**src/rtl/mstr_wr_outstanding_ctrl_if.sv**
```systemverilog
// Write-path bundle (AW/W/B) between the clock-domain crossing and the crossbar master port.
// The master modport drives AW/W and BREADY; the slave modport is its mirror.
interface mstr_wr_outstanding_ctrl_if #(
  parameter int ID_WIDTH          = 4,
  parameter int AW_INFO_WIDTH     = 32,
  parameter int MASTER_DATA_WIDTH = 32,
  parameter int USER_WIDTH        = 1
);
  logic [ID_WIDTH-1:0]            AWID;
  logic [7:0]                     AWLEN;
  logic [AW_INFO_WIDTH-1:0]       AWINFO;
  logic                           AWVALID;
  logic                           AWREADY;
  logic [MASTER_DATA_WIDTH-1:0]   WDATA;
  logic [MASTER_DATA_WIDTH/8-1:0] WSTRB;
  logic                           WLAST;
  logic [USER_WIDTH-1:0]          WUSER;
  logic                           WVALID;
  logic                           WREADY;
  logic [ID_WIDTH-1:0]            BID;
  logic [1:0]                     BRESP;
  logic [USER_WIDTH-1:0]          BUSER;
  logic                           BVALID;
  logic                           BREADY;

  modport master (
    output AWID, AWLEN, AWINFO, AWVALID, input AWREADY,
    output WDATA, WSTRB, WLAST, WUSER, WVALID, input WREADY,
    input BID, BRESP, BUSER, BVALID, output BREADY
  );

  modport slave (
    input AWID, AWLEN, AWINFO, AWVALID, output AWREADY,
    input WDATA, WSTRB, WLAST, WUSER, WVALID, output WREADY,
    output BID, BRESP, BUSER, BVALID, input BREADY
  );
endinterface

```
**src/rtl/mstr_wr_outstanding_ctrl.sv**
```systemverilog
// Master write-path controller: caps outstanding writes, holds W until its AW is accepted,
// and flags WLAST/AWLEN disagreement and stray B responses. Payloads pass with zero latency.
module mstr_wr_outstanding_ctrl #(
  parameter int MAX_OUTSTANDING = 4,
  localparam int CNT_W = $clog2(MAX_OUTSTANDING) + 1
) (
  input  logic                  XBAR_CLK,
  input  logic                  sysReset,
  mstr_wr_outstanding_ctrl_if.slave  MASTER,
  mstr_wr_outstanding_ctrl_if.master int_master,
  output logic [CNT_W-1:0]      outstandingCnt,
  output logic                  wLastErr,
  output logic                  bUnexpErr
);
  localparam int IDX_W = $clog2(MAX_OUTSTANDING);
  localparam int PTR_W = IDX_W + 1;

  logic [CNT_W-1:0] cnt_q, cnt_d;
  logic [PTR_W-1:0] wr_ptr_q, wr_ptr_d, rd_ptr_q, rd_ptr_d;
  logic [7:0]       len_mem_q [MAX_OUTSTANDING];
  logic [7:0]       len_mem_d [MAX_OUTSTANDING];
  logic [7:0]       beat_q, beat_d;
  logic             wlast_err_q, wlast_err_d;
  logic             bunexp_err_q, bunexp_err_d;

  logic fifo_empty, fifo_full, aw_block, w_block, run;
  logic aw_hs, w_hs, b_hs, exp_last;

  // Extra pointer MSB distinguishes full from empty when the indices coincide.
  assign fifo_empty = (wr_ptr_q == rd_ptr_q);
  assign fifo_full  = (wr_ptr_q[IDX_W-1:0] == rd_ptr_q[IDX_W-1:0]) &&
                      (wr_ptr_q[PTR_W-1] != rd_ptr_q[PTR_W-1]);
  assign aw_block   = (cnt_q == CNT_W'(MAX_OUTSTANDING)) | fifo_full;
  assign w_block    = fifo_empty;
  assign run        = ~sysReset;

  assign int_master.AWID    = MASTER.AWID;
  assign int_master.AWLEN   = MASTER.AWLEN;
  assign int_master.AWINFO  = MASTER.AWINFO;
  assign int_master.AWVALID = run & MASTER.AWVALID & ~aw_block;
  assign MASTER.AWREADY     = run & int_master.AWREADY & ~aw_block;

  assign int_master.WDATA   = MASTER.WDATA;
  assign int_master.WSTRB   = MASTER.WSTRB;
  assign int_master.WLAST   = MASTER.WLAST;
  assign int_master.WUSER   = MASTER.WUSER;
  assign int_master.WVALID  = run & MASTER.WVALID & ~w_block;
  assign MASTER.WREADY      = run & int_master.WREADY & ~w_block;

  assign MASTER.BID         = int_master.BID;
  assign MASTER.BRESP       = int_master.BRESP;
  assign MASTER.BUSER       = int_master.BUSER;
  assign MASTER.BVALID      = run & int_master.BVALID;
  assign int_master.BREADY  = run & MASTER.BREADY;

  assign aw_hs    = int_master.AWVALID & int_master.AWREADY;
  assign w_hs     = int_master.WVALID & int_master.WREADY;
  assign b_hs     = int_master.BVALID & int_master.BREADY;
  assign exp_last = (beat_q == len_mem_q[rd_ptr_q[IDX_W-1:0]]);

  always_comb begin
    cnt_d        = cnt_q;
    wr_ptr_d     = wr_ptr_q;
    rd_ptr_d     = rd_ptr_q;
    len_mem_d    = len_mem_q;
    beat_d       = beat_q;
    wlast_err_d  = wlast_err_q;
    bunexp_err_d = bunexp_err_q;

    if (aw_hs) begin
      len_mem_d[wr_ptr_q[IDX_W-1:0]] = MASTER.AWLEN;
      wr_ptr_d = wr_ptr_q + PTR_W'(1);
    end

    // Burst boundaries follow AWLEN; WLAST is only cross-checked.
    if (w_hs) begin
      if (exp_last) begin
        rd_ptr_d = rd_ptr_q + PTR_W'(1);
        beat_d   = 8'd0;
      end else begin
        beat_d   = beat_q + 8'd1;
      end
      if (MASTER.WLAST != exp_last) wlast_err_d = 1'b1;
    end

    if (b_hs && (cnt_q == '0)) bunexp_err_d = 1'b1;

    case ({aw_hs, b_hs})
      2'b10:   cnt_d = cnt_q + CNT_W'(1);
      2'b01:   if (cnt_q != '0) cnt_d = cnt_q - CNT_W'(1);
      default: cnt_d = cnt_q;
    endcase
  end

  always_ff @(posedge XBAR_CLK) begin
    if (sysReset) begin
      cnt_q        <= '0;
      wr_ptr_q     <= '0;
      rd_ptr_q     <= '0;
      beat_q       <= '0;
      wlast_err_q  <= 1'b0;
      bunexp_err_q <= 1'b0;
    end else begin
      cnt_q        <= cnt_d;
      wr_ptr_q     <= wr_ptr_d;
      rd_ptr_q     <= rd_ptr_d;
      beat_q       <= beat_d;
      wlast_err_q  <= wlast_err_d;
      bunexp_err_q <= bunexp_err_d;
    end
  end

  // Length storage needs no reset: entries are only read between push and pop.
  always_ff @(posedge XBAR_CLK) begin
    len_mem_q <= len_mem_d;
  end

  assign outstandingCnt = cnt_q;
  assign wLastErr       = wlast_err_q;
  assign bUnexpErr      = bunexp_err_q;
endmodule

```
**src/flat_wrapper.sv**
```systemverilog
// flat-port wrapper written by rule: the top's interface ports become plain ports
module mstr_wr_outstanding_ctrl_flat 
#(
  parameter int MAX_OUTSTANDING = 4,
  localparam int CNT_W = $clog2(MAX_OUTSTANDING) + 1
)
  (XBAR_CLK, sysReset, outstandingCnt, wLastErr, bUnexpErr, MASTER_AWID, MASTER_AWLEN, MASTER_AWINFO, MASTER_AWVALID, MASTER_AWREADY, MASTER_WDATA, MASTER_WSTRB, MASTER_WLAST, MASTER_WUSER, MASTER_WVALID, MASTER_WREADY, MASTER_BID, MASTER_BRESP, MASTER_BUSER, MASTER_BVALID, MASTER_BREADY, int_master_AWID, int_master_AWLEN, int_master_AWINFO, int_master_AWVALID, int_master_AWREADY, int_master_WDATA, int_master_WSTRB, int_master_WLAST, int_master_WUSER, int_master_WVALID, int_master_WREADY, int_master_BID, int_master_BRESP, int_master_BUSER, int_master_BVALID, int_master_BREADY);
  mstr_wr_outstanding_ctrl_if #(.ID_WIDTH(4), .AW_INFO_WIDTH(32), .MASTER_DATA_WIDTH(32), .USER_WIDTH(1)) MASTER_i ();
  mstr_wr_outstanding_ctrl_if #(.ID_WIDTH(4), .AW_INFO_WIDTH(32), .MASTER_DATA_WIDTH(32), .USER_WIDTH(1)) int_master_i ();
  input  logic XBAR_CLK;
  input  logic sysReset;
  output logic [CNT_W-1:0] outstandingCnt;
  output logic wLastErr;
  output logic bUnexpErr;
  input wire logic [$bits(MASTER_i.AWID)-1:0] MASTER_AWID;
  input wire logic [$bits(MASTER_i.AWLEN)-1:0] MASTER_AWLEN;
  input wire logic [$bits(MASTER_i.AWINFO)-1:0] MASTER_AWINFO;
  input wire logic [$bits(MASTER_i.AWVALID)-1:0] MASTER_AWVALID;
  output wire logic [$bits(MASTER_i.AWREADY)-1:0] MASTER_AWREADY;
  input wire logic [$bits(MASTER_i.WDATA)-1:0] MASTER_WDATA;
  input wire logic [$bits(MASTER_i.WSTRB)-1:0] MASTER_WSTRB;
  input wire logic [$bits(MASTER_i.WLAST)-1:0] MASTER_WLAST;
  input wire logic [$bits(MASTER_i.WUSER)-1:0] MASTER_WUSER;
  input wire logic [$bits(MASTER_i.WVALID)-1:0] MASTER_WVALID;
  output wire logic [$bits(MASTER_i.WREADY)-1:0] MASTER_WREADY;
  output wire logic [$bits(MASTER_i.BID)-1:0] MASTER_BID;
  output wire logic [$bits(MASTER_i.BRESP)-1:0] MASTER_BRESP;
  output wire logic [$bits(MASTER_i.BUSER)-1:0] MASTER_BUSER;
  output wire logic [$bits(MASTER_i.BVALID)-1:0] MASTER_BVALID;
  input wire logic [$bits(MASTER_i.BREADY)-1:0] MASTER_BREADY;
  output wire logic [$bits(int_master_i.AWID)-1:0] int_master_AWID;
  output wire logic [$bits(int_master_i.AWLEN)-1:0] int_master_AWLEN;
  output wire logic [$bits(int_master_i.AWINFO)-1:0] int_master_AWINFO;
  output wire logic [$bits(int_master_i.AWVALID)-1:0] int_master_AWVALID;
  input wire logic [$bits(int_master_i.AWREADY)-1:0] int_master_AWREADY;
  output wire logic [$bits(int_master_i.WDATA)-1:0] int_master_WDATA;
  output wire logic [$bits(int_master_i.WSTRB)-1:0] int_master_WSTRB;
  output wire logic [$bits(int_master_i.WLAST)-1:0] int_master_WLAST;
  output wire logic [$bits(int_master_i.WUSER)-1:0] int_master_WUSER;
  output wire logic [$bits(int_master_i.WVALID)-1:0] int_master_WVALID;
  input wire logic [$bits(int_master_i.WREADY)-1:0] int_master_WREADY;
  input wire logic [$bits(int_master_i.BID)-1:0] int_master_BID;
  input wire logic [$bits(int_master_i.BRESP)-1:0] int_master_BRESP;
  input wire logic [$bits(int_master_i.BUSER)-1:0] int_master_BUSER;
  input wire logic [$bits(int_master_i.BVALID)-1:0] int_master_BVALID;
  output wire logic [$bits(int_master_i.BREADY)-1:0] int_master_BREADY;
  assign MASTER_i.AWID = MASTER_AWID;
  assign MASTER_i.AWLEN = MASTER_AWLEN;
  assign MASTER_i.AWINFO = MASTER_AWINFO;
  assign MASTER_i.AWVALID = MASTER_AWVALID;
  assign MASTER_AWREADY = MASTER_i.AWREADY;
  assign MASTER_i.WDATA = MASTER_WDATA;
  assign MASTER_i.WSTRB = MASTER_WSTRB;
  assign MASTER_i.WLAST = MASTER_WLAST;
  assign MASTER_i.WUSER = MASTER_WUSER;
  assign MASTER_i.WVALID = MASTER_WVALID;
  assign MASTER_WREADY = MASTER_i.WREADY;
  assign MASTER_BID = MASTER_i.BID;
  assign MASTER_BRESP = MASTER_i.BRESP;
  assign MASTER_BUSER = MASTER_i.BUSER;
  assign MASTER_BVALID = MASTER_i.BVALID;
  assign MASTER_i.BREADY = MASTER_BREADY;
  assign int_master_AWID = int_master_i.AWID;
  assign int_master_AWLEN = int_master_i.AWLEN;
  assign int_master_AWINFO = int_master_i.AWINFO;
  assign int_master_AWVALID = int_master_i.AWVALID;
  assign int_master_i.AWREADY = int_master_AWREADY;
  assign int_master_WDATA = int_master_i.WDATA;
  assign int_master_WSTRB = int_master_i.WSTRB;
  assign int_master_WLAST = int_master_i.WLAST;
  assign int_master_WUSER = int_master_i.WUSER;
  assign int_master_WVALID = int_master_i.WVALID;
  assign int_master_i.WREADY = int_master_WREADY;
  assign int_master_i.BID = int_master_BID;
  assign int_master_i.BRESP = int_master_BRESP;
  assign int_master_i.BUSER = int_master_BUSER;
  assign int_master_i.BVALID = int_master_BVALID;
  assign int_master_BREADY = int_master_i.BREADY;
  mstr_wr_outstanding_ctrl #(.MAX_OUTSTANDING(MAX_OUTSTANDING)) u_core (.XBAR_CLK(XBAR_CLK), .sysReset(sysReset), .MASTER(MASTER_i), .int_master(int_master_i), .outstandingCnt(outstandingCnt), .wLastErr(wLastErr), .bUnexpErr(bUnexpErr));
endmodule
```
**config.mk**
```make
export PLATFORM = sky130hd
export DESIGN_NAME = mstr_wr_outstanding_ctrl_flat
export DESIGN_NICKNAME = d
export VERILOG_FILES = /design/src/rtl/mstr_wr_outstanding_ctrl_if.sv /design/src/rtl/mstr_wr_outstanding_ctrl.sv /design/src/flat_wrapper.sv
export SDC_FILE = /design/constraint.sdc
export NUM_CORES = 1
export LEC_CHECK = 0
export ABC_AREA = 1
export BUFFER_PORTS_ARGS = -buffer_cell sky130_fd_sc_hd__buf_2
export CAP_MARGIN = 20
export CORE_MARGIN = 1.5
export CORE_UTILIZATION = 40
export CTS_BUF_LIST = sky130_fd_sc_hd__clkbuf_8
export DETAILED_ROUTE_END_ITERATION = 16
export PLACE_DENSITY = 0.77
export SLEW_MARGIN = 20
export SYNTH_ARGS = -nofsm -noshare
export SYNTH_HDL_FRONTEND = slang
export SYNTH_SLANG_ARGS = --single-unit
```
**constraint.sdc**
```tcl
create_clock -name XBAR_CLK -period 2.4 [get_ports XBAR_CLK]
set_input_delay 0.24 -clock XBAR_CLK [delete_from_list [all_inputs] [get_ports XBAR_CLK]]
set_output_delay 0.24 -clock XBAR_CLK [all_outputs]
set_load 0.01 [all_outputs]
```
Word level (Yosys, flattened, before mapping)
Cells that the tools add are included.
{"block": "op_classes", "addsub": 5, "magnitude_cmp": 3, "eq_ne": 9, "muxes": 9, "bitwise": 19, "n_reduce_logical": 9}
{"cell": "bitwise mux 32 bit", "n": 1}
{"cell": "2-to-1 mux 8 bit", "n": 4}
{"cell": "binary-select mux 8 bit (select 2 bit)", "n": 1}
{"cell": "demux 8 bit (select 2 bit)", "n": 1}
{"cell": "AND 1 bit", "n": 13}
{"cell": "adder 3 x 1 -> 3 bit (second input constant)", "n": 3}
{"cell": "adder 8 x 1 -> 8 bit (second input constant)", "n": 1}
{"cell": "equality test 8 bit", "n": 1}
{"cell": "greater-or-equal comparator 3 bit (second input constant)", "n": 2}
{"cell": "inverter 2 -> 3 bit", "n": 2}
{"cell": "case mux 3 bit (2 select lines)", "n": 1}
{"cell": "AND reduction 2 bit", "n": 3}
{"cell": "equality test 3 bit", "n": 1}
{"cell": "equality test 3 bit (second input constant)", "n": 1}
{"cell": "logical AND 1 bit", "n": 3}
{"cell": "zero test 3 bit", "n": 1}
{"cell": "< comparator 3 x 1 -> 1 bit (second input constant)", "n": 1}
{"cell": "2-to-1 mux 3 bit", "n": 1}
{"cell": "inverter 1 bit", "n": 3}
{"cell": "nonzero test 3 bit", "n": 1}
{"cell": "subtractor 3 x 1 -> 3 bit (second input constant)", "n": 1}
{"cell": "equality test 2 x 1 -> 1 bit (second input constant)", "n": 1}
{"cell": "equality test 2 bit", "n": 1}
{"cell": "equality test 2 bit (second input constant)", "n": 1}
{"cell": "4 further kinds", "n": 5}
{"block": "totals", "register_bits": 51, "in_bits": 97, "out_inout_bits": 100, "wordCells": 64}

Longest topological paths before layout
Gate-level depths: netlist of the first run.
{"block": "depth", "depth_word": 9, "depth_mapped": 16, "mapped_depth_nobuf": 16}

Worst setup path after synthesis of the first run
Ideal clock, no wire load.
{"block": "synth_timing", "kind": "register to register", "from": "register u_core.rd_ptr_q[1]", "to": "register u_core.len_mem_q[24] (netlist bit), enable pin", "setup_time_ns": 0.371, "t_arrival_ns": 1.397, "required_ns": 2.029, "path_slack_ns": 0.633, "path_stages_with_launch": 7, "path_buffers": 2, "synth_period_minus_slack_ns": 1.767, "path_cell_list": "dfxtp_1 buf_4 xnor2_1 nand3_1 nand4_1 buf_2 nor2_1"}
{"block": "synth_via", "elab_chain_len": 6}
{"item": "start: declaration", "line": "mstr_wr_outstanding_ctrl.sv:19", "rtl": "logic [PTR_W-1:0] wr_ptr_q, wr_ptr_d, rd_ptr_q, rd_ptr_d;"}
{"item": "start signal: assignment", "line": "mstr_wr_outstanding_ctrl.sv:106", "rtl": "rd_ptr_q <= rd_ptr_d;"}
{"item": "equality test 2 bit", "line": "mstr_wr_outstanding_ctrl.sv:31", "rtl": "assign fifo_full = (wr_ptr_q[IDX_W-1:0] == rd_ptr_q[IDX_W-1:0]) &&"}
{"item": "logical AND 1 bit", "line": "mstr_wr_outstanding_ctrl.sv:31"}
{"item": "bitwise OR 1 bit", "line": "mstr_wr_outstanding_ctrl.sv:33", "rtl": "assign aw_block = (cnt_q == CNT_W'(MAX_OUTSTANDING)) | fifo_full;"}
{"item": "inverter 1 bit", "line": "mstr_wr_outstanding_ctrl.sv:40", "rtl": "assign int_master.AWVALID = run & MASTER.AWVALID & ~aw_block;"}
{"item": "AND 1 bit", "line": "mstr_wr_outstanding_ctrl.sv:40"}
{"item": "AND 1 bit", "line": "mstr_wr_outstanding_ctrl.sv:56", "rtl": "assign aw_hs = int_master.AWVALID & int_master.AWREADY;"}
{"item": "end signal: assignment", "line": "mstr_wr_outstanding_ctrl.sv:115", "rtl": "len_mem_q <= len_mem_d;"}
{"item": "end: declaration", "line": "mstr_wr_outstanding_ctrl.sv:20", "rtl": "logic [7:0] len_mem_q [MAX_OUTSTANDING];"}
No other way between the ends.
A chain may end at the register's enable or synchronous reset.

Final worst setup path of the first run
{"block": "layout_timing", "from": "register u_core.rd_ptr_q[1]", "to": "register u_core.rd_ptr_q[1]"}
{"block": "layout_via", "elab_chain_len": 6, "word_cells_on_any_way": 11, "cone_classes": "1 x add/sub; 2 x eq/ne; 3 x mux; 4 x bitwise; 1 x reduce/logical"}
{"item": "inverter 2 -> 3 bit (not written as such)", "line": "mstr_wr_outstanding_ctrl.sv:59", "rtl": "assign exp_last = (beat_q == len_mem_q[rd_ptr_q[IDX_W-1:0]]);"}
{"item": "binary-select mux 8 bit (select 2 bit)", "line": "mstr_wr_outstanding_ctrl.sv:59"}
{"item": "2-to-1 mux 8 bit (not written as such) (2 in series)", "line": "mstr_wr_outstanding_ctrl.sv:59"}
{"item": "equality test 8 bit", "line": "mstr_wr_outstanding_ctrl.sv:59"}
{"item": "AND reduction 2 bit (no line)"}
Several ways; a longest one is shown, not always the timed one. The select of a mux whose other input is x is not followed.

==> results of run 1 <==
## cell type report
cell class | instances | area (um^2)
fill | 793 | 4790
sequential | 51 | 1340
multi-input combinational | 203 | 1040
timing repair buffer | 42 | 225
inverter | 41 | 160
tap | 102 | 128
clock buffer | 5 | 68.8
clock inverter | 3 | 47.5
## registers in the layout, summed over array words and instances (netlist names)
signal                 flops
u_core.len_mem_q          32
u_core.beat_q              8
u_core.wr_ptr_q            3
u_core.bUnexpErr           1
u_core.wLastErr            1
u_core.outstandingCnt      3
u_core.rd_ptr_q            3
## critical path, stage by stage (launching register included)
cell and delay [ns]:
dfxtp_1 0.33, buf_4 0.18, inv_1 0.26, nand3_1 0.18
nand2_1 0.10, nand2_1 0.05, nand2_1 0.08, nand2_1 0.10
nor2_4 0.15, nand3_4 0.14, clkinv_2 0.08, nand2_1 0.04
a21oi_1 0.13
## cells in the mapped netlist, drive strengths merged
cell type,instances
a21oi,13
inv,40
ha,7
nor3b,2
nand4,3
edfxtp,32
xor2,3
nand2,95
buf,95
o21ai,8
nor3,3
clkinv,1
dfxtp,19
clkbuf,1
xnor2,3
nand3,44
nor2,22
## where the power goes
group / switching (mW) / leakage [nW] / internal [mW]
Sequential: 0.0104 / 0.443 / 0.944
Clock: 0.297 / 0.0587 / 0.316
Combinational: 0.0884 / 0.827 / 0.0522
Total: 0.396 / 1.33 / 1.31
## through the flow
| step | std cells | util |
|---|---|---|
| floorplan | 391 | - |
| global placement | 439 | 0.371 |
| detailed placement | 439 | 0.371 |
| CTS | 447 | 0.386 |
| global route | 447 | 0.386 |
| finish | 447 | 0.386 |
## kinds of logic (layout without fill, tap and decap cells)
group | Yosys count | count (layout) | synth area share
and+or+nand+nor | 169 | 169 | 0.243
buffers and inverters | 137 | 91 | 0.270
DFF | 51 | 51 | 0.410
AOI/OAI and AO/OA | 21 | 21 | 0.0333
adders and majority gates | 7 | 7 | 0.0268
xor gates and xnor gates | 6 | 6 | 0.0161
## worst max-delay path by stage
stage          depth (start not counted)  slack [ns]                   end                from
6_report                              12        0.48    u_core.rd_ptr_q[1]  u_core.rd_ptr_q[1]
3_3_place_gp                          11        0.56      u_core.beat_q[3]  u_core.rd_ptr_q[1]
2_1_floorplan                          6        0.63  u_core.len_mem_q[24]  u_core.rd_ptr_q[1]
5_1_grt                               13        0.32    u_core.rd_ptr_q[1]  u_core.rd_ptr_q[0]
4_1_cts                               12        0.48    u_core.rd_ptr_q[1]  u_core.rd_ptr_q[1]
3_5_place_dp                          11        0.50      u_core.beat_q[3]  u_core.rd_ptr_q[1]
## per-layer routing
metal,wire [um],global-route usage,share of wire
met5,0,0,0
met4,137,0.0568,0.016
met3,1970,0.179,0.23
met2,4070,0.299,0.48
met1,2390,0.167,0.28
==> results.md, run 1 <==
- The number of antenna cells inserted is 0.
- Leaving out fill and tap cells, the most frequent cells in the layout are nand2_1, nand3_1, inv_1, buf_2, edfxtp_1.
- After detailed routing, the number of vias per cell comes to 4.82.
- The warning count from the yosys run is 0.
- Hold repair after CTS inserted 0 buffers.
- After routing the design area is 3020 um^2.
- The post-CTS resize count is 0.
- From synthesis to final layout, the design area changed by -7.77%.
- The count of final setup violators is 0.
- The final max-slew violation count was 0.
- Counting instances, the worst hold path has a depth of 1.
- Input and output buffers added on the ports amount to 36.
- The initial antenna violation count is 0.
- Timing analysis after detailed placement gives a worst setup slack of 0.501 ns.
- The core region area is 7810 um^2.
- The launch point of the worst hold path is MASTER_AWLEN[6].
- The maximum fanout along the worst path is 11.
- Hold is met by 0.151 ns.
- The final layout contains 448 nets.
- The aggregate global routing overflow is 0.
- The floorplan step set the die height to 93.4 um.
- Ranked by total cell area, the synthesized netlist is headed by edfxtp_1, buf_4, dfxtp_1, nand2_1, nand3_1.
- The placed wire-length estimate is 7.19 mm.
- Setup repair after global routing left no endpoint under its margin.
- The path category of the worst min-delay check is input pin to flip-flop.
- Measured in cells, the most critical reg-to-reg path has a length of 12.
- In this run the mean area of a mapped cell was 8.36 um^2.
- The maximum number of pins on one net before global-route repair is 20.
- The setup path with the least slack is of type flip-flop to flip-flop.
- The transition at the pin with the smallest max-transition slack is 0.506 ns.
- The library cell occupying the most area in the post-synthesis netlist is edfxtp_1.
- The max capacitance violation total is 0.
- The wire length per cell is 19.2 um.
- The number of levels the H-tree was split into is 2.
- The cell area after placement is 2900 um^2.
- At the worst endpoint, the required time is 2.64 ns.
- STA classifies the critical path startpoint as a flip-flop.
- After detailed routing, the number of remaining DRC violations is 0.
- In this run, synthesis produced a sequential element count of 51.
- The sum of negative setup slack is 0 ns.
- The part of the Yosys area used for sequential elements is 0.410.
- After technology mapping, the gate count stands at 391.
- The starting density of the core is 0.419.
- The post-route antenna net violation count is 0.
- The clock tree from TritonCTS is done.
- The areal power density over the cells is 567 nW/um^2.
- The overall die width is 93.4 um.
- The run finished with clean final reports.
- The capturing element type of the critical path is a flip-flop.
- Leaving out fill and tap cells, the most frequent cell in the layout is nand2_1.
- The routability congestion estimate is 0.888.
- For the finished layout, the period the worst path requires is 1.92 ns.
- The routed design has 8.57 mm of wire.
- No sink is reached through more buffers than the 2 on the longest clock path.
- The first detailed-routing pass ran for 4 iterations.
- Timing would allow up to 521 MHz.
- The number of clock buffers added by TritonCTS is 5.
- VDD sags by at most 0.000445 V.
- The register clock-pin slew on the reported worst setup and hold paths is 0.10 ns.
- The number of violations reported at the end of detailed-routing iteration 0 is 198.
- Across every metal layer, demand over resource in global routing totals 0.188.
- The end of the worst hold path is u_core.len_mem_q[22].
- The number of ports placed on the die boundary is 197.
- Setup slack closes at 0.479 ns.
- The signal arrival time at the worst endpoint is 2.16 ns.
- The count of endpoints failing hold in the final timing report is 0.
- The via count of the first global-routing pass is 1,870.
- The leakage dissipation is 1.33 nW.
- The die covers 8720 um^2.
- The tree is rooted in a clkbuf_8.
- The sink count of the clock tree is 51.
- The completed layout was analyzed and its total power is 1.71 mW.
- In this run the critical register-to-register path is launched from u_core.rd_ptr_q[1].
- Of the cells placed in the final design, the portion with a size suffix greater than 1 is 0.212.
- The synthesized netlist occupies a cell area of 3270 um^2.
- The net count after synthesis is 495.
- The via count is 2,156.
- Clock skew on the completed layout was measured at 0.0101 ns.
- The relative max-transition margin is 0.662.
- The floorplan has 32 rows.
- The endpoint identified for the worst register-to-register timing path is u_core.rd_ptr_q[1].
- The share of the cycle needed by the critical path after routing is 0.800.
- The fraction of synthesized cell area taken by the top area cell type is 0.294.
- The number of setup buffers added after CTS is 0.
- Clock latency on the worst-skew pair, taken at its later pin, is 0.31 ns.
- The number of different library cells used by synthesis comes to 30.
- The setup check on the worst reg-to-reg path leaves a slack of 0.48 ns.
- The wire length of the first global-routing pass is 11.8 mm.
Note: power is estimated with default switching activity, not from simulation.
==> run 2: changes to the inputs <==
--- a/config.mk
+++ b/config.mk
@@ -5,14 +5,14 @@
 export SDC_FILE = /design/constraint.sdc
 export NUM_CORES = 1
 export LEC_CHECK = 0
-export ABC_AREA = 1
+export ABC_AREA = 0
 export BUFFER_PORTS_ARGS = -buffer_cell sky130_fd_sc_hd__buf_2
 export CAP_MARGIN = 20
 export CORE_MARGIN = 1.5
 export CORE_UTILIZATION = 40
 export CTS_BUF_LIST = sky130_fd_sc_hd__clkbuf_8
 export DETAILED_ROUTE_END_ITERATION = 16
-export PLACE_DENSITY = 0.77
+export PLACE_DENSITY = 0.78
 export SLEW_MARGIN = 20
 export SYNTH_ARGS = -nofsm -noshare
 export SYNTH_HDL_FRONTEND = slang
==> constraint.sdc (replaced) <==
create_clock -name XBAR_CLK -period 1.9 [get_ports XBAR_CLK]
set_input_delay 0.19 -clock XBAR_CLK [delete_from_list [all_inputs] [get_ports XBAR_CLK]]
set_output_delay 0.19 -clock XBAR_CLK [all_outputs]
set_load 0.01 [all_outputs]
==> run 2 against run 1 <==
The flow now finishes with violations (negative setup slack); flip-flop and latch count unchanged; clock power is 8.0% higher; critical path type unchanged; power increased by 22%; maximum frequency decreased by 16%; synthesized cell count decreased by 31%; sequential share of layout area shrank 3.2 points; via count down 17%; synthesized area shrank 6.7%; largest power group unchanged; non-clock buffer count grew 29; clock skew grew 0.0020 ns; setup slack got worse by 0.86 ns; sequential power increased by 26%.
==> results.md, run 2 <==
- Outcome: complete, but fails checks (was finished, final reports clean).
- The final reports fail on negative setup slack.
- The sequential cell area is 1350 um^2 (was 1340 um^2).
- The routing usage on met3 is 0.183 (was 0.179).
- The end of the worst hold path is u_core.len_mem_q[28] (was u_core.len_mem_q[22]).
- The clock root buffer is clkbuf_8 (unchanged).
- The area added between synthesis and finish is 6.89% (was -7.77%).
- The max capacitance violation total is 0 (unchanged).
- The number of violations reported at the end of detailed-routing iteration 0 came to 106 (was 198).
- The hold-critical path depth is 1 (unchanged).
- The count of final setup violators is 39 (was 0).
- The signal arrival time at the worst endpoint is 2.50 ns (was 2.16 ns).
- The shortest clock period the worst path allows after layout is 2.28 ns (was 1.92 ns).
- The clock network latency to the later pin of the worst-skew pair is 0.32 ns (was 0.31 ns).
- The predominant post-synthesis flop cell is edfxtp_1 (unchanged).
- The minimum setup slack among reg-to-reg paths is -0.38 ns (was 0.48 ns).
- The part of the Yosys area used for sequential elements is 0.440 (was 0.410).
- The remaining design rule violation count is 0 (unchanged).
- The post-route antenna net violation count was 0 (unchanged).
- The area enclosed by the die boundary is 8160 um^2 (was 8720 um^2).
- The number of enable-type register cells in the synthesized netlist was 32 (unchanged).
- The clock tree from TritonCTS is done (unchanged).
- The count of endpoints failing hold in the final timing report came to 0 (unchanged).
- The fraction of synthesized cell area taken by the top area cell type was 0.315 (was 0.294).
- The part of the power in the clock network came to 0.318 (was 0.359).
- The number of nets in the finished design is 357 (was 448).
- The number of standard cells in the layout, taps in and fillers out is 353 (was 447).
- The via count is 1,791 (was 2,156).
- The routability congestion estimate is 0.898 (was 0.888).
- Cell types occupying the most area after synthesis: edfxtp_1, buf_4, dfxtp_1, xnor2_1, mux4_2 (was edfxtp_1, buf_4, dfxtp_1, nand2_1, nand3_1).
- The path category of the worst min-delay check is input pin to flip-flop (unchanged).
- The register clock-pin slew on the reported worst setup and hold paths is 0.10 ns (about the same).
- The total power draw is 2.09 mW (was 1.71 mW).
- Commonest cells in the synthesized netlist: buf_4, edfxtp_1, nor2_1, xnor2_1, dfxtp_1 (was buf_4, nand2_1, nand3_1, inv_1, edfxtp_1).
- The global routing usage summed across all routing layers was 0.187 (was 0.188).
- The number of ports placed on the die boundary is 197 (unchanged).
- The fraction of final layout cells sized beyond drive strength 1 is 0.441 (was 0.212).
- The final hold slack is 0.0914 ns (was 0.151 ns).
- The flop and latch count out of synthesis is 51 (unchanged).
- The area of the multi-input gates was 1100 um^2 (was 1040 um^2).
- The initial antenna violation count is 0 (unchanged).
- The synthesized netlist cell count is 270 (was 391).
- The maximum fanout along the worst path is 2 (was 11).
- The port buffer count is 36 (unchanged).
- The slowest library cell on the worst path was dfxtp_4 (was dfxtp_1).
- The number of detailed-routing iterations run before antenna repair is 4 (unchanged).
- The cell-internal power came to 1.57 mW (was 1.31 mW).
- The number of buffers on the longest clock path is 2 (unchanged).
- The overall die width is 90.3 um (was 93.4 um).
- The top register by number of flip-flops is u_core.len_mem_q (unchanged).
- The combinational power share is 0.108 (was 0.082).
- The transition at the pin with the smallest max-transition slack is 0.492 ns (was 0.506 ns).
- The worst setup margin is -0.381 ns (was 0.479 ns).
- The global-route track usage on met1 is 0.144 (was 0.167).
- The capturing element type of the critical path is a flip-flop (unchanged).
- The switching power total came to 513 uW (was 396 uW).
- The library cell occupying the most area in the post-synthesis netlist is edfxtp_1 (unchanged).
- The highest clock rate is 438 MHz (was 521 MHz).
- The cell area after synthesis was 3050 um^2 (was 3270 um^2).
- The startpoint type of the worst setup path is a flip-flop (unchanged).
- The hold buffer count at CTS is 0 (unchanged).
- The share of the cycle needed by the critical path after routing was 1.20 (was 0.800).
- The warning count from the yosys run is 0 (unchanged).
- The worst-case setup slack after placement is -0.426 ns (was 0.501 ns).
- The final max-slew violation count came to 0 (unchanged).
- The wire length of the first global-routing pass was 11.0 mm (was 11.8 mm).
- The final routed wirelength across all metal layers is 7.86 mm (was 8.57 mm).
- The maximum clock skew at final layout is 0.0121 ns (was 0.0101 ns).
- The fraction of registers with async set or reset after synthesis is 0 (unchanged).
- The met2 layer usage reported by global route is 0.311 (was 0.299).
- The leakage dissipation is 1.26 nW (was 1.33 nW).
- The via count of the first global-routing pass is 1,684 (was 1,870).
- The cell area after placement is 2930 um^2 (was 2900 um^2).
- The share of power burned in registers is 0.574 (was 0.559).
- Unrepaired setup endpoints after global routing: yes (was no).
- The depth of the worst register-to-register path is 10 (was 12).
- The maximum number of pins on one net before global-route repair is 19 (was 20).
- The most frequent cell after synthesis is buf_4 (unchanged).
- The flip-flop count of the largest register, all copies and words added was 32 (unchanged).
- The areal power density over the cells is 640 nW/um^2 (was 567 nW/um^2).
- The largest incremental delay on the critical path was 0.38 ns (was 0.33 ns).
- The leading cell type in the layout, fill and taps excluded is buf_2 (was nand2_1).
- The wire length per cell came to 22.3 um (was 19.2 um).
- The relative max-transition margin is 0.672 (was 0.662).
- The number of levels the H-tree was split into is 2 (unchanged).
- Commonest cells after routing, fill and taps aside: buf_2, edfxtp_1, buf_4, nor2_1, dfxtp_1 (was nand2_1, nand3_1, inv_1, buf_2, edfxtp_1).
- The cell row count is 31 (was 32).
- The number of vias per cell came to 5.07 (was 4.82).
- Top flop regs: u_core.len_mem_q (32), u_core.beat_q (8) (unchanged).
- The endpoint of the most critical register-to-register path was u_core.outstandingCnt[2] (was u_core.rd_ptr_q[1]).
- The data required time at the worst endpoint is 2.12 ns (was 2.64 ns).
- The distinct cell type count of the synthesized netlist came to 36 (was 30).
- The vertical die dimension came to 90.3 um (was 93.4 um).
- The total clock buffers created by CTS is 5 (unchanged).
- The aggregate global routing overflow is 0 (unchanged).
- The number of antenna cells inserted is 0 (unchanged).
- The switching part of the total is 0.246 (was 0.232).
- The critical register-to-register path startpoint is u_core.rd_ptr_q[0] (was u_core.rd_ptr_q[1]).
- The number of placed cells counting well taps is 334 (was 439).
- The global-route layer with the greatest usage is met2 (unchanged).
- The worst IR drop on VDD is 0.000530 V (was 0.000445 V).
- The mean instance size in the synthesized netlist was 11.3 um^2 (was 8.36 um^2).
- The net count after synthesis is 374 (was 495).
- The count of filler cells inserted in the layout is 608 (was 793).
- The kind of critical path is flip-flop to flip-flop (unchanged).
- Critical Path, Cell by Cell: xnor2_4, a311oi_2, and3_4, nor2_2, xnor2_1, ha_2, or3_1, a31oi_2, a31oi_1, a22o_1 (was buf_4, inv_1, nand3_1, nand2_1, nand2_1, nand2_1, nand2_1, nor2_4, nand3_4, clkinv_2, nand2_1, a21oi_1).
- The sink count of the clock tree came to 51 (unchanged).
- The area of all placed cells without fillers was 3260 um^2 (was 3020 um^2).
- The launch point of the worst hold path is MASTER_AWLEN[4] (was MASTER_AWLEN[6]).
- The placed wire-length estimate is 6.23 mm (was 7.19 mm).
- The starting density of the core is 0.416 (was 0.419).
- The core region area is 7330 um^2 (was 7810 um^2).
## run 2: worst max path at each step
stage               slack [ns]                       end  cells past startpoint               start
floorplan                -0.57  u_core.outstandingCnt[2]                     12  u_core.rd_ptr_q[0]
global placement         -0.33        u_core.rd_ptr_q[0]                      6  u_core.rd_ptr_q[0]
detailed placement       -0.43        u_core.rd_ptr_q[2]                      6  u_core.rd_ptr_q[0]
CTS                      -0.34  u_core.outstandingCnt[2]                     10  u_core.wr_ptr_q[2]
global route             -0.44  u_core.outstandingCnt[2]                     10  u_core.rd_ptr_q[0]
finish                   -0.38  u_core.outstandingCnt[2]                     10  u_core.rd_ptr_q[0]
## run 2: worst max-delay path, delay by kind of cell (launching register included)
family	cells	cell delay, ns
DFF	1	0.38
AOI/OAI and AO/OA	4	0.72
and+or+nand+nor	3	0.63
xor gates and xnor gates	2	0.26
adders and majority gates	1	0.18
## run 2: cells by family (layout without fill, tap and decap cells)
| family | Yosys count | after routing | synth area share |
|---|---|---|---|
| flip-flops | 51 | 51 | 0.440 |
| XOR/XNOR | 23 | 23 | 0.0660 |
| adder cells (fa/ha/maj) | 7 | 7 | 0.0287 |
| multiplexers | 15 | 15 | 0.0853 |
| AO/OA/AOI/OAI | 11 | 11 | 0.0340 |
| AND/OR/NAND/NOR | 60 | 60 | 0.106 |
| buffers and inverters | 103 | 87 | 0.241 |
## run 2: what timing repair did
action | in CTS | in global routing
endpoints found under the setup margin | 13 | 41
endpoints found under the hold margin | 0 | 0
buffers inserted | 7 | 5
pin swaps | 7 | 6
gates resized for setup | 17 | 12
## run 2: final cells by class
| cell class | instances | area share |
|---|---|---|
| Inverter | 8 | 0.00921 |
| Clock buffer | 5 | 0.0211 |
| Tap cell | 99 | 0.0380 |
| Clock inverter | 3 | 0.00882 |
| Sequential cell | 51 | 0.413 |
| Multi-Input combinational cell | 116 | 0.338 |
| Timing Repair Buffer | 71 | 0.171 |
## run 2: layer usage
metal  share of wire  routed length [um]
met1            0.26                2070
met2            0.49                3850
met3            0.21                1660
met4           0.030                 233
met5          0.0052                  41
## run 2: per-stage QoR
stage | TNS [ns] | utilization
final | -7.61 | 0.445
after global routing | -10.11 | 0.445
after CTS | -3.01 | 0.433
after detailed placement | -3.85 | 0.400
after global placement | -2.96 | 0.400
after floorplan | -1.48 | -
## run 2: power groups by stage
stage / sequential, mW / clock (mW) / combinational, mW
global route: 1.20 / 0.730 / 0.242
finish: 1.20 / 0.663 / 0.225
global placement: 1.22 / 0 / 0.194
detailed placement: 1.23 / 0 / 0.200
CTS: 1.20 / 0.680 / 0.215
floorplan: 1.23 / 0 / 0.279
==> run 3: changes to the inputs <==
--- a/config.mk
+++ b/config.mk
@@ -13,6 +13,7 @@
 export CTS_BUF_LIST = sky130_fd_sc_hd__clkbuf_8
 export DETAILED_ROUTE_END_ITERATION = 16
 export PLACE_DENSITY = 0.78
+export RECOVER_POWER = 100
 export SLEW_MARGIN = 20
 export SYNTH_ARGS = -nofsm -noshare
 export SYNTH_HDL_FRONTEND = slang
==> run 3 against run 2 <==
Clock power about the same; via count up 0.61%; critical path type unchanged; flip-flop and latch count unchanged; the run still ends with negative setup slack left; first-iteration DRC count down 3.8%.
==> results.md, run 3 (synthesis gave the netlist of run 2 again) <==
- Outcome: complete, but fails checks (unchanged).
- Violations in the final reports: negative setup slack (unchanged).
- The clock network latency to the later pin of the worst-skew pair was 0.32 ns (about the same).
- The starting density of the core is 0.416 (unchanged).
- The placed wire-length estimate is 6.23 mm (unchanged).
- The switching power total was 513 uW (about the same).
- The maximum clock skew at final layout came to 0.0111 ns (was 0.0121 ns).
- The capturing element type of the critical path was a flip-flop (unchanged).
- The core region area was 7330 um^2 (unchanged).
- Commonest cells after routing, fill and taps aside: edfxtp_1, clkbuf_1, buf_4, nor2_1, dfxtp_1 (was buf_2, edfxtp_1, buf_4, nor2_1, dfxtp_1).
- The number of violations reported at the end of detailed-routing iteration 0 is 102 (was 106).
- Unrepaired setup endpoints after global routing: yes (unchanged).
- The cell row count is 31 (unchanged).
- The kind of critical path is flip-flop to flip-flop (unchanged).
- The final routed wirelength across all metal layers is 7.86 mm (about the same).
- The count of filler cells inserted in the layout is 619 (was 608).
- The cell area after placement was 2930 um^2 (unchanged).
- The aggregate global routing overflow is 0 (unchanged).
- The area enclosed by the die boundary is 8160 um^2 (unchanged).
- The final core area utilization came to 0.441 (was 0.445).
- The total clock buffers created by CTS is 5 (unchanged).
- The number of nets in the finished design is 357 (unchanged).
- The flip-flop count of the largest register, all copies and words added is 32 (unchanged).
- The shortest clock period the worst path allows after layout came to 2.29 ns (was 2.28 ns).
- The top register by number of flip-flops is u_core.len_mem_q (unchanged).
- The global routing usage summed across all routing layers is 0.187 (unchanged).
- The remaining design rule violation count is 0 (unchanged).
- The final hold slack is 0.149 ns (was 0.0914 ns).
- The endpoint of the most critical register-to-register path was u_core.outstandingCnt[2] (unchanged).
- The number of placed cells counting well taps is 334 (unchanged).
- The count of endpoints failing hold in the final timing report is 0 (unchanged).
- The port buffer count is 36 (unchanged).
- The top layer used by detailed routing is met5 (unchanged).
- The final max-slew violation count is 0 (unchanged).
- The path category of the worst min-delay check is input pin to flip-flop (unchanged).
- The number of buffers on the longest clock path came to 2 (unchanged).
- The post-route antenna net violation count is 0 (unchanged).
- The number of detailed-routing iterations run before antenna repair is 4 (unchanged).
- The count of final setup violators is 39 (unchanged).
- The area added between synthesis and finish came to 5.99% (was 6.89%).
- The max capacitance violation total was 0 (unchanged).
- The combinational power share came to 0.105 (was 0.108).
- The leakage dissipation is 1.19 nW (was 1.26 nW).
- The end of the worst hold path was u_core.len_mem_q[28] (unchanged).
- The clock tree from TritonCTS is done (unchanged).
- The fraction of final layout cells sized beyond drive strength 1 is 0.354 (was 0.441).
- The areal power density over the cells is 643 nW/um^2 (was 640 nW/um^2).
- The number of levels the H-tree was split into is 2 (unchanged).
- The data required time at the worst endpoint is 2.12 ns (about the same).
- The register clock-pin slew on the reported worst setup and hold paths is 0.10 ns (about the same).
- The sequential cell area is 1350 um^2 (unchanged).
- The total power draw is 2.08 mW (was 2.09 mW).
- The startpoint type of the worst setup path is a flip-flop (unchanged).
- The number of standard cells in the layout, taps in and fillers out is 353 (unchanged).
- The area of all placed cells without fillers is 3230 um^2 (was 3260 um^2).
- The via count of the first global-routing pass came to 1,684 (unchanged).
- The worst setup margin is -0.386 ns (was -0.381 ns).
- The sink count of the clock tree came to 51 (unchanged).
- The leading cell type in the layout, fill and taps excluded is edfxtp_1 (was buf_2).
- The via count was 1,802 (was 1,791).
- The minimum setup slack among reg-to-reg paths is -0.39 ns (was -0.38 ns).
- The maximum number of pins on one net before global-route repair is 19 (unchanged).
- The length of routed met2 wiring was 3.86 mm (was 3.85 mm).
- The number of ports placed on the die boundary is 197 (unchanged).
- The depth of the worst register-to-register path is 10 (unchanged).
- The highest clock rate is 437 MHz (was 438 MHz).
- The routability congestion estimate is 0.898 (unchanged).
- The critical register-to-register path startpoint is u_core.rd_ptr_q[0] (unchanged).
- The vertical die dimension is 90.3 um (unchanged).
- The transition at the pin with the smallest max-transition slack is 0.495 ns (was 0.492 ns).
- The cell-internal power was 1.57 mW (about the same).
- The maximum fanout along the worst path was 2 (unchanged).
- The switching part of the total is 0.247 (was 0.246).
- The number of antenna cells inserted came to 0 (unchanged).
- The worst IR drop on VDD is 0.000529 V (was 0.000530 V).
- The overall die width is 90.3 um (unchanged).
- The share of power burned in registers is 0.577 (was 0.574).
- The share of the cycle needed by the critical path after routing is 1.20 (about the same).
- The initial antenna violation count is 0 (unchanged).
- The area of the multi-input gates is 1100 um^2 (unchanged).
- The met3 routed wirelength came to 1.71 mm (was 1.66 mm).
- The wire length of the first global-routing pass came to 11.0 mm (unchanged).
- The hold-critical path depth is 1 (unchanged).
- The relative max-transition margin is 0.670 (was 0.672).
- Top flop regs: u_core.len_mem_q (32), u_core.beat_q (8) (unchanged).
- The part of the power in the clock network is 0.318 (about the same).
- The signal arrival time at the worst endpoint is 2.51 ns (was 2.50 ns).
- The clock root buffer is clkbuf_8 (unchanged).
- The number of vias per cell is 5.10 (was 5.07).
- The wire length the detailed router placed on met1 was 2.01 mm (was 2.07 mm).
- The launch point of the worst hold path is MASTER_AWLEN[4] (unchanged).
- The wire length per cell is 22.3 um (about the same).
[run 3: changes by cell type in the layout (fill, tap and decap cells not counted), sizes merged]
cell    previous run  this run
buf               71        49
clkbuf             5        27
[run 3: layout make-up]
| cell class | instances | area share |
|---|---|---|
| inverter | 8 | 0.00928 |
| multi-input combinational | 116 | 0.341 |
| clock inverter | 3 | 0.00890 |
| sequential | 51 | 0.417 |
| timing repair buffer | 71 | 0.164 |
| tap | 99 | 0.0383 |
| clock buffer | 5 | 0.0213 |
[run 3: worst max-delay path by stage]
stage          cells after the start                        to               start
2_1_floorplan                     12  u_core.outstandingCnt[2]  u_core.rd_ptr_q[0]
3_3_place_gp                       6        u_core.rd_ptr_q[0]  u_core.rd_ptr_q[0]
3_5_place_dp                       6        u_core.rd_ptr_q[2]  u_core.rd_ptr_q[0]
4_1_cts                           10  u_core.outstandingCnt[2]  u_core.wr_ptr_q[2]
5_1_grt                           10  u_core.outstandingCnt[2]  u_core.rd_ptr_q[0]
6_report                          10  u_core.outstandingCnt[2]  u_core.rd_ptr_q[0]
[run 3: timing repair]
| action | CTS | global route |
|---|---|---|
| gates resized for setup | 17 | 12 |
| pin swaps | 7 | 6 |
| hold buffers | 0 | 0 |
| hold endpoints to repair | 0 | 0 |
| endpoints found under the setup margin | 13 | 41 |
| gates cloned | 0 | 0 |
| setup buffers | 7 | 5 |
[run 3: power groups by stage]
| stage | sequential [mW] | clock (mW) | combinational (mW) |
|---|---|---|---|
| 2_1_floorplan | 1.23 | 0 | 0.279 |
| 3_3_place_gp | 1.22 | 0 | 0.194 |
| 3_5_place_dp | 1.23 | 0 | 0.200 |
| 4_1_cts | 1.20 | 0.680 | 0.215 |
| 5_1_grt | 1.20 | 0.730 | 0.235 |
| 6_report | 1.20 | 0.662 | 0.219 |
[run 3: stage by stage]
stage	worst slack, ns	setup TNS [ns]
floorplan	-0.571	-1.48
global placement	-0.331	-2.96
detailed placement	-0.426	-3.85
CTS	-0.338	-3.01
global route	-0.443	-10.11
finish	-0.386	-7.62
[run 3: per-layer routing]
| metal | global-route usage | vias to the layer above |
|---|---|---|
| met1 | 0.144 | 826 |
| met3 | 0.183 | 26 |
| li1 | - | 799 |
| met5 | 0.0385 | - |
| met2 | 0.311 | 149 |
| met4 | 0.0701 | 2 |
[run 3: worst max-delay path, cell delays in order (launching register included)]
cell and delay (ns):
dfxtp_4 0.38, xnor2_4 0.13, a311oi_2 0.31, and3_4 0.24, nor2_2 0.04, xnor2_1 0.13, ha_2 0.18, or3_1 0.35
a31oi_2 0.19, a31oi_1 0.06, a22o_1 0.17
